==> config.mk <==
export PLATFORM = sky130hd
export DESIGN_NAME = sync_fifo_drain
export DESIGN_NICKNAME = d
export VERILOG_FILES = /design/src/rtl/sync_fifo_pkg.sv /design/src/rtl/fifo_skid_buf.sv /design/src/rtl/sync_fifo_drain.sv
export SDC_FILE = /design/constraint.sdc
export NUM_CORES = 1
export LEC_CHECK = 0
export CORE_ASPECT_RATIO = 0.5
export CORE_MARGIN = 1.5
export CORE_UTILIZATION = 35
export CTS_CLUSTER_SIZE = 12
export DETAILED_ROUTE_END_ITERATION = 8
export MAX_ROUTING_LAYER = met4
export PLACE_DENSITY_LB_ADDON = 0.12
export SETUP_SLACK_MARGIN = 0.3
export SYNTH_ARGS = -nofsm -noshare
export SYNTH_HDL_FRONTEND = slang
export SYNTH_HIERARCHICAL = 1
export SYNTH_SLANG_ARGS = --single-unit
==> constraint.sdc <==
create_clock -name clk -period 4.85 [get_ports clk]
set_input_delay 0.97 -clock clk [delete_from_list [all_inputs] [get_ports clk]]
set_output_delay 0.97 -clock clk [all_outputs]
set_load 0.05 [all_outputs]
==> src/rtl/sync_fifo_pkg.sv <==
// Shared widths and drain-engine state encoding for the syn_fifo read-side engine.
package sync_fifo_pkg;
    localparam int DATA_WIDTH_DEF = 8;
    localparam int CNT_WIDTH_DEF  = 16;

    typedef enum logic [1:0] {
        IDLE   = 2'd0,
        ACTIVE = 2'd1,
        STALL  = 2'd2
    } drain_state_t;
endpackage

==> src/rtl/fifo_skid_buf.sv <==
// Purpose: 2-entry register buffer with push/pop/clear, exposing head and occupancy.
// Latency: push visible at head the cycle after it is written.
// Backpressure: caller must not push when full or pop when empty.
module fifo_skid_buf #(
    parameter int W = 8
) (
    input  logic         clk,
    input  logic         rst,
    input  logic         push,
    input  logic [W-1:0] push_dat,
    input  logic         pop,
    input  logic         clear,
    output logic [W-1:0] head,
    output logic [1:0]   count
);
    logic [W-1:0] slot0_q, slot0_d;
    logic [W-1:0] slot1_q, slot1_d;
    logic [1:0]   cnt_q, cnt_d;

    always_comb begin
        slot0_d = slot0_q;
        slot1_d = slot1_q;
        cnt_d   = cnt_q;
        if (clear) begin
            cnt_d = 2'd0;
        end else begin
            case ({push, pop})
                2'b10: begin
                    if (cnt_q == 2'd0) slot0_d = push_dat;
                    else               slot1_d = push_dat;
                    cnt_d = cnt_q + 2'd1;
                end
                2'b01: begin
                    slot0_d = slot1_q;
                    cnt_d   = cnt_q - 2'd1;
                end
                2'b11: begin
                    // Head leaves while a new word lands; count is unchanged.
                    if (cnt_q == 2'd2) begin
                        slot0_d = slot1_q;
                        slot1_d = push_dat;
                    end else begin
                        slot0_d = push_dat;
                    end
                end
                default: ;
            endcase
        end
    end

    always_ff @(posedge clk or negedge rst) begin
        if (!rst) begin
            slot0_q <= '0;
            slot1_q <= '0;
            cnt_q   <= 2'd0;
        end else begin
            slot0_q <= slot0_d;
            slot1_q <= slot1_d;
            cnt_q   <= cnt_d;
        end
    end

    assign head  = slot0_q;
    assign count = cnt_q;
endmodule

==> src/rtl/sync_fifo_drain.sv <==
// Purpose: pops syn_fifo and re-presents words on a valid/ready stream via a 2-entry skid buffer.
// Latency: pop in cycle N gives m_valid in cycle N+2; 1 word/cycle sustained.
// Backpressure: pops only while a buffer slot is reserved for every in-flight word; flush discards.
module sync_fifo_drain
    import sync_fifo_pkg::*;
#(
    parameter int DATA_WIDTH = DATA_WIDTH_DEF,
    parameter int CNT_WIDTH  = CNT_WIDTH_DEF
) (
    input  logic                  clk,
    input  logic                  rst,
    input  logic                  fifo_empty,
    input  logic [DATA_WIDTH-1:0] fifo_rdata,
    output logic                  fifo_rd_en,
    output logic                  m_valid,
    output logic [DATA_WIDTH-1:0] m_data,
    input  logic                  m_ready,
    input  logic                  flush,
    output logic [CNT_WIDTH-1:0]  rd_count,
    output logic                  busy
);
    logic                 inflight_q, inflight_d;
    logic [CNT_WIDTH-1:0] rd_count_q, rd_count_d;
    logic [1:0]           buf_cnt;
    logic [2:0]           occ;
    logic [2:0]           cnt_nxt;
    logic                 deq;
    logic                 pop;
    logic                 push;
    drain_state_t         state_q;

    fifo_skid_buf #(.W(DATA_WIDTH)) u_buf (
        .clk      (clk),
        .rst      (rst),
        .push     (push),
        .push_dat (fifo_rdata),
        .pop      (deq),
        .clear    (flush),
        .head     (m_data),
        .count    (buf_cnt)
    );

    always_comb begin
        deq  = m_valid && m_ready;
        occ  = {1'b0, buf_cnt} + {2'b00, inflight_q} - {2'b00, deq};
        // Gating with rst keeps the pop request low while reset is held.
        pop  = rst && !fifo_empty && !flush && (occ < 3'd2);
        push = inflight_q && !flush;
        inflight_d = pop;
        rd_count_d = rd_count_q + CNT_WIDTH'(pop);
        cnt_nxt    = flush ? 3'd0 : ({1'b0, buf_cnt} + {2'b00, push} - {2'b00, deq});
    end

    always_ff @(posedge clk or negedge rst) begin
        if (!rst) begin
            inflight_q <= 1'b0;
            rd_count_q <= '0;
        end else begin
            inflight_q <= inflight_d;
            rd_count_q <= rd_count_d;
        end
    end

    always_ff @(posedge clk or negedge rst) begin
        if (!rst) begin
            state_q <= IDLE;
        end else if (flush || (cnt_nxt == 3'd0 && !pop)) begin
            state_q <= IDLE;
        end else begin
            case (state_q)
                IDLE:    if (pop) state_q <= ACTIVE;
                ACTIVE:  if (buf_cnt == 2'd2 && !m_ready) state_q <= STALL;
                STALL:   if (deq) state_q <= ACTIVE;
                default: state_q <= IDLE;
            endcase
        end
    end

    assign fifo_rd_en = pop;
    assign m_valid    = (buf_cnt != 2'd0);
    assign rd_count   = rd_count_q;
    assign busy       = m_valid || inflight_q;
endmodule

==> flow_summary.toml <==
[run_status]
status = "finished, final reports clean"

[global_route]
grt_max_degree = 37
first_global_vias = 1077
busiest_layer = "met2"
grt_usage_pct = 13.5
grtUsageMet3_pct = 4.97
antenna_found_initial = 0
grt_use_met2_pct = 20.3
grt.overflow.total = 0
grt_pass1_wl_mm = 5.11
use_met1_pct = 17.4

[synthesis]
synth_top_area_share_pct = 52.9
synth_xor_area_share_pct = 9.52
synth_compound_area_share_pct = 4.83
muxShareOfSynthArea_pct = 12.1
ys_ff_latch = 35
synth_fa_ha_area_share_pct = 3.47
synth_top_family_by_area = "simple AND/OR/NAND/NOR gates"
synth_area_per_cell_sq_um = 12.4
yosys.area.top_type = "dfrtp_1"
seq_area_frac_synth_pct = 52.9
synth.distinct_cells = 30
synth_nets = 151
syn_area_sq_um = 1660
yosys-top-cells-area = "dfrtp_1, mux2_4, xnor2_1"
yosysWarningCount = 6
synthCells = 134
synth-simple-area-share_pct = 15.4

[layout]
stdcell_count = 237
syn_to_final_growth_pct = 31.4
antenna_cells = 0
finalNetCount = 196
fillers = 430
post_route_cells_drive_above_1_share_pct = 12.8

[die]
io_pins = 40
initial_utilization_pct = 37.1
die_y_microns = 51.6
row_count = 17
die_w_microns = 100
core_area_sq_um = 4470
die-area_sq_um = 5180

[routing]
drt-initial-drc-count = 28
routedWlPerCell_microns = 12.8
drtAntennaViolNets = 0
vias = 1089
dr.pass1.iters = 4
finalWirelength_mm = 3.02
remaining_drc_errors = 0
routed_via_density = 4.59

[timing]
fin_ws_ps = 853
fmax_ghz = 0.250
fin_worst_skew_ps = 2.71
worst_pin_slew_ps = 617
hold_viol_final = 0
setup_tns_ps = 0
rsz0062_at_grt = "false"
fin_crit_sh_pct = 82.4
finalCriticalPeriod_ps = 4000
drv_slew = 0
slew_headroom_pct = 58.9
finalSetupViolCount = 0

[worst_setup_path]
reg2reg_from = "u_buf/count[1]"
timing.rr.end = "rd_count[13]"
crit_path_start_kind = "primary input"
cp_slowest_cell = "fa_1"
cpPeakStageDelay_ps = 480
rr_worst_depth = 12
cp_top_family = "adder cells"
cp.arrival_ps = 3030
required_ps = 3880
crit_path_end_kind = "output pin"
path_max_fanout = 4
critPathKind = "in2out"
critical_path_buf_inv_count = 2
r2r_slack_ps = 1530
path_cells = "clkdlybuf4s50_1, and2_1, ha_1, nand2b_1, fa_1, nand4bb_1, nor2_1, buf_4"

[clock_tree]
post_cts_resized = 0
cts_buffer_depth = 2
clock-root-buffer = "clkbuf_8"
path_clk_slew_ps = 70
insertion_delay_ps = 280
cts_buffers = 5
cts_max_level = 2
cts_hold_buf = 0
cts_setup_buffers = 0
cts.sinks = 35
tritoncts = "built"

[placement]
place_inst = 229
gp_congestion = 0.673
dpl_worst_slack_ps = 836
io_buffers = 39
dp_hpwl_mm = 2.06

[flow_run]
maxCapViolations = 0

[worst_hold_path]
hold_path_end = "rd_count[15]"
holdCritStartpoint = "rd_count[15]"
min_path_cells = 1
min_path_type = "reg2reg"

[pwr]
power_density_nw_per_um2 = 574
p_leak_uw = 0.000988
total_power_uw = 1250
ir_worst_vdd_uv = 166
==> registers in the layout, indices dropped and copies added, names as in the netlist <==
signal	count
rd_count	16
u_buf/count	2
inflight_q	1
u_buf/slot1_q	8
u_buf/head	8
==> per-stage QoR <==
| stage | area [sq um] | utilization [%] | hold WS, ps |
|---|---|---|---|
| 6_report | 2180 | 48.7 | 475 |
| 5_1_grt | 2180 | 48.7 | 509 |
| 3_5_place_dp | 2100 | 46.9 | 464 |
| 3_3_place_gp | 2100 | 46.9 | 461 |
| 2_1_floorplan | 1660 | - | 481 |
| 4_1_cts | 2180 | 48.7 | 474 |
==> layout by cell type (no fill, tap or decap), drive strengths merged, types with 6 or more instances in the layout <==
master and n:
a21oi 10, clkbuf 7, clkdlybuf4s50 37, dfrtp 35, mux2 8, mux2i 8
nand2 6, nor2 15, xnor2 10, xor2 8
==> metal layers <==
layer	up-vias	share of wire (%)	routed length [microns]
met2	19	46	1380
met3	2	4.6	138
met5	-	0	0
met4	0	0.63	19
met1	518	49	1490
li1	550	-	-
==> synthesized netlist by cell type <==
cell type / n
ha_1: 3
and4_1: 1
nand4bb_1: 1
a21oi_2: 1
a21boi_0: 1
dfrtp_1: 35
or2_2: 1
nor3_2: 1
nand3_1: 3
nand2b_4: 1
a21oi_1: 8
buf_6: 2
and3_1: 5
mux2_4: 8
mux2i_1: 8
nor2b_1: 2
xnor2_1: 10
nand4_2: 1
a21oi_4: 1
nand4_1: 2
and2_1: 2
xor2_1: 8
nand2_1: 6
nor2_1: 15
fa_1: 1
inv_1: 2
nand2b_1: 1
or3b_1: 2
or3_1: 1
a22oi_1: 1
==> power breakdown <==
group / switching (uW) / internal, uW
clock network: 98.9 / 101
logic: 364 / 241
registers: 64.9 / 381
total: 528 / 723
==> area by class of cell <==
class | instances | area [sq um] | share of cell area, %
Sequential cell | 35 | 876 | 40.2
Multi-Input combinational cell | 95 | 751 | 34.5
Timing Repair Buffer | 40 | 390 | 17.9
Clock buffer | 7 | 76.3 | 3.51
Tap cell | 57 | 71.3 | 3.28
Inverter | 2 | 7.51 | 0.345
Clock inverter | 1 | 5.00 | 0.230
==> logic make-up (layout without fill, tap and decap cells) <==
group | count (synthesis) | after routing
xor+xnor | 18 | 18
flops | 35 | 35
simple gates | 45 | 45
fa+ha+maj | 4 | 4
compound gates | 12 | 12
mux | 16 | 16
buf+inv | 4 | 50
==> worst max-delay path by stage <==
stage	start	endpoint	slack, ps	cells after the start
floorplan	u_buf/count[1]	rd_count[12]	930	12
global placement	m_ready	fifo_rd_en	890	8
detailed placement	m_ready	fifo_rd_en	840	8
CTS	m_ready	fifo_rd_en	830	8
global route	m_ready	fifo_rd_en	720	8
finish	m_ready	fifo_rd_en	850	8
(Power assumes the default switching activity.)
